`src/rtl/fix_pkg.sv`:
```
// Shared constants and enums for the FIX field sequencer.
package fix_pkg;

    localparam logic [31:0] TAG_BEGIN_STRING = 32'h0000_0038;
    localparam logic [31:0] TAG_CHECKSUM     = 32'h0000_3130;

    typedef enum logic [2:0] {
        ERR_NONE       = 3'd0,
        ERR_ORPHAN     = 3'd1,
        ERR_NO_TRAILER = 3'd2,
        ERR_OVERFLOW   = 3'd3,
        ERR_DESYNC     = 3'd4
    } err_code_e;

    typedef enum logic [1:0] {
        ST_IDLE,
        ST_READ,
        ST_CLASSIFY,
        ST_HOLD
    } seq_state_e;

endpackage

```
`src/rtl/fix_desync_watchdog.sv`:
```
// Flags when one FIFO has held data for DESYNC_CYC consecutive cycles while the other stayed empty.
module fix_desync_watchdog #(
    parameter int DESYNC_CYC = 255
) (
    input  logic clk,
    input  logic rst,
    input  logic t_empty,
    input  logic v_empty,
    output logic pulse
);

    localparam int CNT_W = (DESYNC_CYC < 2) ? 1 : $clog2(DESYNC_CYC + 1);

    logic [CNT_W-1:0] r_cnt;
    logic             w_mismatch;
    logic             w_hit;

    assign w_mismatch = t_empty ^ v_empty;
    // r_cnt holds the mismatch cycles already seen, so the current one is r_cnt+1
    assign w_hit      = w_mismatch && (r_cnt == CNT_W'(DESYNC_CYC - 1));
    assign pulse      = w_hit && !rst;

    always_ff @(posedge clk) begin
        if (rst) begin
            r_cnt <= '0;
        end else if (!w_mismatch || w_hit) begin
            r_cnt <= '0;
        end else begin
            r_cnt <= r_cnt + CNT_W'(1);
        end
    end

endmodule

```
`src/rtl/fix_field_sequencer.sv`:
```
// Pops paired tag/value FIFO entries and presents them as framed FIX field records.
//   state       | meaning
//   ST_IDLE     | wait for both FIFOs non-empty, pop both together
//   ST_READ     | capture FIFO read data into the record registers
//   ST_CLASSIFY | framing checks; drop, flag, or accept the field
//   ST_HOLD     | record valid, held stable until fld_ready_i
module fix_field_sequencer
    import fix_pkg::*;
#(
    parameter int TAG_W      = 32,
    parameter int VAL_W      = 256,
    parameter int IDX_W      = 8,
    parameter int MAX_FIELDS = 64,
    parameter int DESYNC_CYC = 255
) (
    input  logic             clk,
    input  logic             rst,
    input  logic             t_empty_i,
    output logic             t_rd_en_o,
    input  logic [TAG_W-1:0] t_data_i,
    input  logic             v_empty_i,
    output logic             v_rd_en_o,
    input  logic [VAL_W-1:0] v_data_i,
    output logic             fld_valid_o,
    input  logic             fld_ready_i,
    output logic [TAG_W-1:0] fld_tag_o,
    output logic [VAL_W-1:0] fld_value_o,
    output logic [IDX_W-1:0] fld_idx_o,
    output logic             fld_sof_o,
    output logic             fld_eof_o,
    output logic [15:0]      msg_cnt_o,
    output logic             err_o,
    output logic [2:0]       err_code_o
);

    seq_state_e       r_state;
    seq_state_e       w_state_nxt;
    logic [TAG_W-1:0] r_tag;
    logic [VAL_W-1:0] r_value;
    logic [IDX_W-1:0] r_idx;
    logic             r_sof;
    logic             r_eof;
    logic             r_in_msg;
    logic [IDX_W:0]   r_count;
    logic [15:0]      r_msg_cnt;
    err_code_e        r_err_code;

    logic             w_is_begin;
    logic             w_is_end;
    logic             w_desync;
    logic             w_pop;
    logic             w_present;
    logic             w_overflow;
    logic             w_cls_err;
    err_code_e        w_cls_code;
    logic             w_handshake;

    assign w_is_begin  = (r_tag == TAG_W'(TAG_BEGIN_STRING));
    assign w_is_end    = (r_tag == TAG_W'(TAG_CHECKSUM));
    assign w_handshake = (r_state == ST_HOLD) && fld_ready_i;

    fix_desync_watchdog #(
        .DESYNC_CYC(DESYNC_CYC)
    ) u_watchdog (
        .clk    (clk),
        .rst    (rst),
        .t_empty(t_empty_i),
        .v_empty(v_empty_i),
        .pulse  (w_desync)
    );

    always_comb begin
        w_state_nxt = r_state;
        w_pop       = 1'b0;
        w_present   = 1'b0;
        w_overflow  = 1'b0;
        w_cls_err   = 1'b0;
        w_cls_code  = ERR_NONE;
        case (r_state)
            ST_IDLE: begin
                if (!t_empty_i && !v_empty_i) begin
                    w_pop       = 1'b1;
                    w_state_nxt = ST_READ;
                end
            end
            ST_READ: begin
                w_state_nxt = ST_CLASSIFY;
            end
            ST_CLASSIFY: begin
                if (!r_in_msg && !w_is_begin) begin
                    w_cls_err   = 1'b1;
                    w_cls_code  = ERR_ORPHAN;
                    w_state_nxt = ST_IDLE;
                end else if (r_in_msg && w_is_begin) begin
                    w_cls_err   = 1'b1;
                    w_cls_code  = ERR_NO_TRAILER;
                    w_present   = 1'b1;
                    w_state_nxt = ST_HOLD;
                end else if (r_in_msg && (r_count == (IDX_W+1)'(MAX_FIELDS)) && !w_is_end) begin
                    w_cls_err   = 1'b1;
                    w_cls_code  = ERR_OVERFLOW;
                    w_overflow  = 1'b1;
                    w_state_nxt = ST_IDLE;
                end else begin
                    w_present   = 1'b1;
                    w_state_nxt = ST_HOLD;
                end
            end
            ST_HOLD: begin
                if (fld_ready_i) begin
                    w_state_nxt = ST_IDLE;
                end
            end
            default: begin
                w_state_nxt = ST_IDLE;
            end
        endcase
    end

    always_ff @(posedge clk) begin
        if (rst) begin
            r_state    <= ST_IDLE;
            r_tag      <= '0;
            r_value    <= '0;
            r_idx      <= '0;
            r_sof      <= 1'b0;
            r_eof      <= 1'b0;
            r_in_msg   <= 1'b0;
            r_count    <= '0;
            r_msg_cnt  <= '0;
            r_err_code <= ERR_NONE;
        end else begin
            r_state <= w_state_nxt;
            if (r_state == ST_READ) begin
                r_tag   <= t_data_i;
                r_value <= v_data_i;
            end
            // a "8" always restarts numbering, including the unterminated-message case
            if (w_present) begin
                r_sof <= w_is_begin;
                r_eof <= w_is_end;
                if (w_is_begin) begin
                    r_idx    <= '0;
                    r_count  <= '0;
                    r_in_msg <= 1'b1;
                end else begin
                    r_idx <= r_count[IDX_W-1:0];
                end
            end
            if (w_overflow) begin
                r_in_msg <= 1'b0;
                r_count  <= '0;
            end
            if (w_handshake) begin
                if (r_eof) begin
                    r_count   <= '0;
                    r_in_msg  <= 1'b0;
                    r_msg_cnt <= r_msg_cnt + 16'd1;
                end else begin
                    r_count <= r_count + (IDX_W+1)'(1);
                end
            end
            if (w_desync || w_cls_err) begin
                r_err_code <= w_desync ? ERR_DESYNC : w_cls_code;
            end
        end
    end

    assign t_rd_en_o   = w_pop && !rst;
    assign v_rd_en_o   = w_pop && !rst;
    assign fld_valid_o = (r_state == ST_HOLD) && !rst;
    assign fld_tag_o   = r_tag;
    assign fld_value_o = r_value;
    assign fld_idx_o   = r_idx;
    assign fld_sof_o   = r_sof;
    assign fld_eof_o   = r_eof;
    assign msg_cnt_o   = r_msg_cnt;
    assign err_o       = (w_desync || w_cls_err) && !rst;
    assign err_code_o  = r_err_code;

endmodule

```
`config.mk`:
```
export PLATFORM = sky130hd
export DESIGN_NAME = fix_field_sequencer
export DESIGN_NICKNAME = d
export VERILOG_FILES = /design/src/rtl/fix_pkg.sv /design/src/rtl/fix_desync_watchdog.sv /design/src/rtl/fix_field_sequencer.sv
export SDC_FILE = /design/constraint.sdc
export NUM_CORES = 1
export LEC_CHECK = 0
export CORE_AREA = 2 2 242 244
export CTS_CLUSTER_DIAMETER = 80
export DETAILED_ROUTE_END_ITERATION = 8
export DIE_AREA = 0 0 244 246
export PLACE_DENSITY = 0.45
export SLEW_MARGIN = 20
export SYNTH_ARGS = -nofsm -noshare
export SYNTH_HDL_FRONTEND = slang
export SYNTH_SLANG_ARGS = --single-unit
```
`constraint.sdc`:
```
create_clock -name clk -period 4.8 [get_ports clk]
set_input_delay 0.96 -clock clk [delete_from_list [all_inputs] [get_ports clk]]
set_output_delay 0.96 -clock clk [all_outputs]
set_load 0.03 [all_outputs]
```
==> flow_summary.json <==
{
  "status": "finished, final reports clean",
  "power_density_nw_per_um2": 339,
  "placedCellCount": 2803,
  "place_congestion": 0.810,
  "path_delay_family": "buffers and inverters",
  "final-instance-count-excl-fill": 2882,
  "synth_simple_gate_area_share_pct": 23.8,
  "die_w_um": 244,
  "ys_warn_count": 0,
  "synthAdderAreaFrac_pct": 0.610,
  "viasPerCell": 4.27,
  "post-route-cell-area_um2": 20500,
  "first_pass_iters": 5,
  "die-area_um2": 60000,
  "multi_input_area_um2": 5060,
  "worst_ir_drop_vdd_mv": 0.278,
  "worst-path-stages": 7,
  "skew_ns": 0.0135,
  "synth.avg_cell_area_um2": 8.08,
  "grt_max_degree": 179,
  "crit_arrival_ns": 3.00,
  "first_global_vias": 12100,
  "io_buffers": 613,
  "max_stage_delay_ns": 0.68,
  "ys_seq_area_share_pct": 54.8,
  "synth-compound-area-share_pct": 15.2,
  "root_buffer": "clkbuf_16",
  "final.period_utilization_pct": 82.5,
  "synth_mux_area_share_pct": 0.0813,
  "hold_viol_final": 0,
  "ys_types": 61,
  "dpl-instance-area_um2": 19100,
  "ctsResizeCount": 0,
  "finalSetupViolations": 0,
  "core_um2": 57400,
  "fp.dieH_um": 246,
  "synth_seq_cells": 337,
  "cts_buffer_depth": 3,
  "drc": 0,
  "hpwl_um": 34600,
  "cts.sinks": 337,
  "rows": 88,
  "num_vias": 12300,
  "cp_max_fo": 3,
  "wl_per_cell_um": 16.9,
  "rr_worst_depth": 4,
  "grt_overflow": 0,
  "drive_gt1_share_pct": 4.69,
  "power_leakage_nw": 6.94,
  "drv_cap": 0,
  "timing.final.crit_period_ns": 3.96,
  "synth_area_um2": 12300,
  "initial_core_util_pct": 21.5,
  "cpMaxStageDelayCell": "clkdlybuf4s50_1",
  "async_flop_share_pct": 0,
  "clock.fmax_ghz": 0.253,
  "grt_pass1_wl_um": 72100,
  "whs_path_depth": 2,
  "path_class": "in -> out",
  "ant_nets": 0,
  "crit_chain": "clkdlybuf4s50_1, inv_1, ha_1, inv_1, nor3_1, o21a_1, clkdlybuf4s50_1",
  "fin_nets": 2382,
  "ctsHoldBuffers": 0,
  "hold_path_class": "reg -> reg",
  "timing_worst_slew_pin_value_ns": 1.08,
  "grt_setup_unrepaired": "false",
  "synth-edff-count": 0,
  "post-synth-top-area-cell": "dfxtp_1",
  "cp_num_buf_inv": 4,
  "postCtsSetupRepairBufs": 0,
  "clk_pin_slew_ns": 0.05,
  "synthCells": 1524,
  "synth_xor_area_share_pct": 1.35,
  "synth_fp_nets": 1823,
  "synth.top_cell.area_share_pct": 54.8,
  "fillers": 6010,
  "start_kind": "input pin",
  "cts_buffers": 43,
  "synth_top_family_by_area": "simple AND/OR/NAND/NOR gates",
  "antenna_found_initial": 10,
  "drt_first_iter_violations": 418,
  "htree_levels": 2,
  "slew_headroom_pct": 27.8,
  "synth.area.top_cells": "dfxtp_1 (55%), nand2_1 (18%), a21oi_1 (12%)",
  "drt-total-wl_um": 48700,
  "clkLatencyLatePin_ns": 0.56,
  "required_ns": 3.84,
  "fin_setup_tns_ns": 0,
  "cts_tree": "done",
  "p_total_mw": 6.94,
  "regArea_um2": 6750,
  "ys.flop_type": "dfxtp_1",
  "critPathCaptureType": "primary output",
  "synthToLayoutAreaGrowth_pct": 66.2,
  "slew_viol_final": 0,
  "io_pins": 614,
  "grt_use_total_pct": 15.3
}
==> report_power, final <==
part | switching [mW] | internal [mW] | total, mW
sequential | 0.0496 | 2.89 | 2.93
combinational | 0.441 | 0.416 | 0.857
clock | 1.25 | 1.90 | 3.15
total | 1.74 | 5.20 | 6.94
==> per-stage QoR <==
stage / worst slack (ns) / util, % / hold WS, ns
2_1_floorplan: 1.05 / - / 0.430
6_report: 0.842 / 35.7 / 0.451
3_3_place_gp: 0.817 / 33.2 / 0.440
5_1_grt: 0.731 / 35.7 / 0.467
4_1_cts: 0.828 / 35.7 / 0.454
3_5_place_dp: 0.842 / 33.2 / 0.446
==> path summary, 6_finish.rpt <==
kind	startpoint	to	slack, ns
hold reg to reg	fld_value_o[239]$_SDFFE_PP0N_	fld_value_o[239]$_SDFFE_PP0N_	0.45
setup reg to reg	r_state[1]$_SDFFE_PP0P_	fld_value_o[58]$_SDFFE_PP0N_	2.49
setup / recovery	t_empty_i	err_o	0.84
hold / removal	fld_value_o[239]$_SDFFE_PP0N_	fld_value_o[239]$_SDFFE_PP0N_	0.45
==> cell usage after synthesis, types with 2 or more instances <==
cell type,n
ha_1,6
or4_1,2
nand2_1,596
o21ai_0,11
o211ai_1,5
or3_1,7
nand3_1,15
and3_1,6
o32ai_1,2
nor4b_2,2
buf_1,3
o21ai_4,2
nand4_1,6
nor3_1,8
buf_2,26
a22oi_1,2
dfxtp_1,337
xor2_1,8
xnor2_1,11
clkbuf_2,2
nor2_1,29
buf_4,4
nor4b_1,2
inv_1,14
a21oi_1,294
a32o_1,5
nor4_4,4
a22o_1,3
and4_1,3
nor2b_1,2
a211oi_1,3
a31oi_1,5
clkbuf_1,71
==> area by class of cell <==
type                            instances  share of cell area (%)
Multi-Input combinational cell       1066                    24.8
Clock buffer                           64                    6.28
Timing Repair Buffer                  621                    30.6
Antenna cell                            4                  0.0489
Clock inverter                         11                   0.459
Tap cell                              765                    4.68
Sequential cell                       337                    33.0
Inverter                               14                   0.257
==> routing by layer <==
metal	vias up	share of wire, %	wire, um	track usage [%]
met2	374	49	23700	26.0
met3	105	7.9	3850	5.24
li1	6128	-	-	-
met1	5684	40	19200	17.2
met4	14	3.8	1850	7.12
met5	-	0.20	98	0
==> kinds of logic (layout without fill, tap and decap cells) <==
kind of cell	count (synthesis)	count (layout)
and+or+nand+nor	696	696
AOI/OAI and AO/OA	344	344
DFF	337	337
buffers and inverters	121	710
xor gates and xnor gates	19	19
adders and majority gates	6	6
muxes	1	1
other	0	4
==> worst min-delay path, stage by stage, from the launching register on <==
cell	delay, ns
dfxtp_1	0.30
nand2_1	0.05
a21oi_1	0.05
==> cell usage in the layout (no fill, tap or decap), types with 11 or more instances in the layout <==
| cell | n |
|---|---|
| clkbuf_8 | 13 |
| clkbuf_16 | 43 |
| o21ai_0 | 11 |
| dfxtp_1 | 337 |
| nor2_1 | 28 |
| inv_1 | 14 |
| xnor2_1 | 11 |
| nand3_1 | 15 |
| a21oi_1 | 294 |
| clkdlybuf4s50_1 | 612 |
| nand2_1 | 596 |
==> registers in the layout, summed over array words and instances, names as in the netlist <==
| register | count |
|---|---|
| err_code_o | 3 |
| fld_eof_o | 1 |
| fld_idx_o | 8 |
| fld_sof_o | 1 |
| fld_tag_o | 32 |
| fld_value_o | 256 |
| msg_cnt_o | 16 |
| r_count | 9 |
| r_in_msg | 1 |
| r_state | 2 |
| u_watchdog.r_cnt | 8 |
Note: power is estimated with default switching activity, not from simulation.
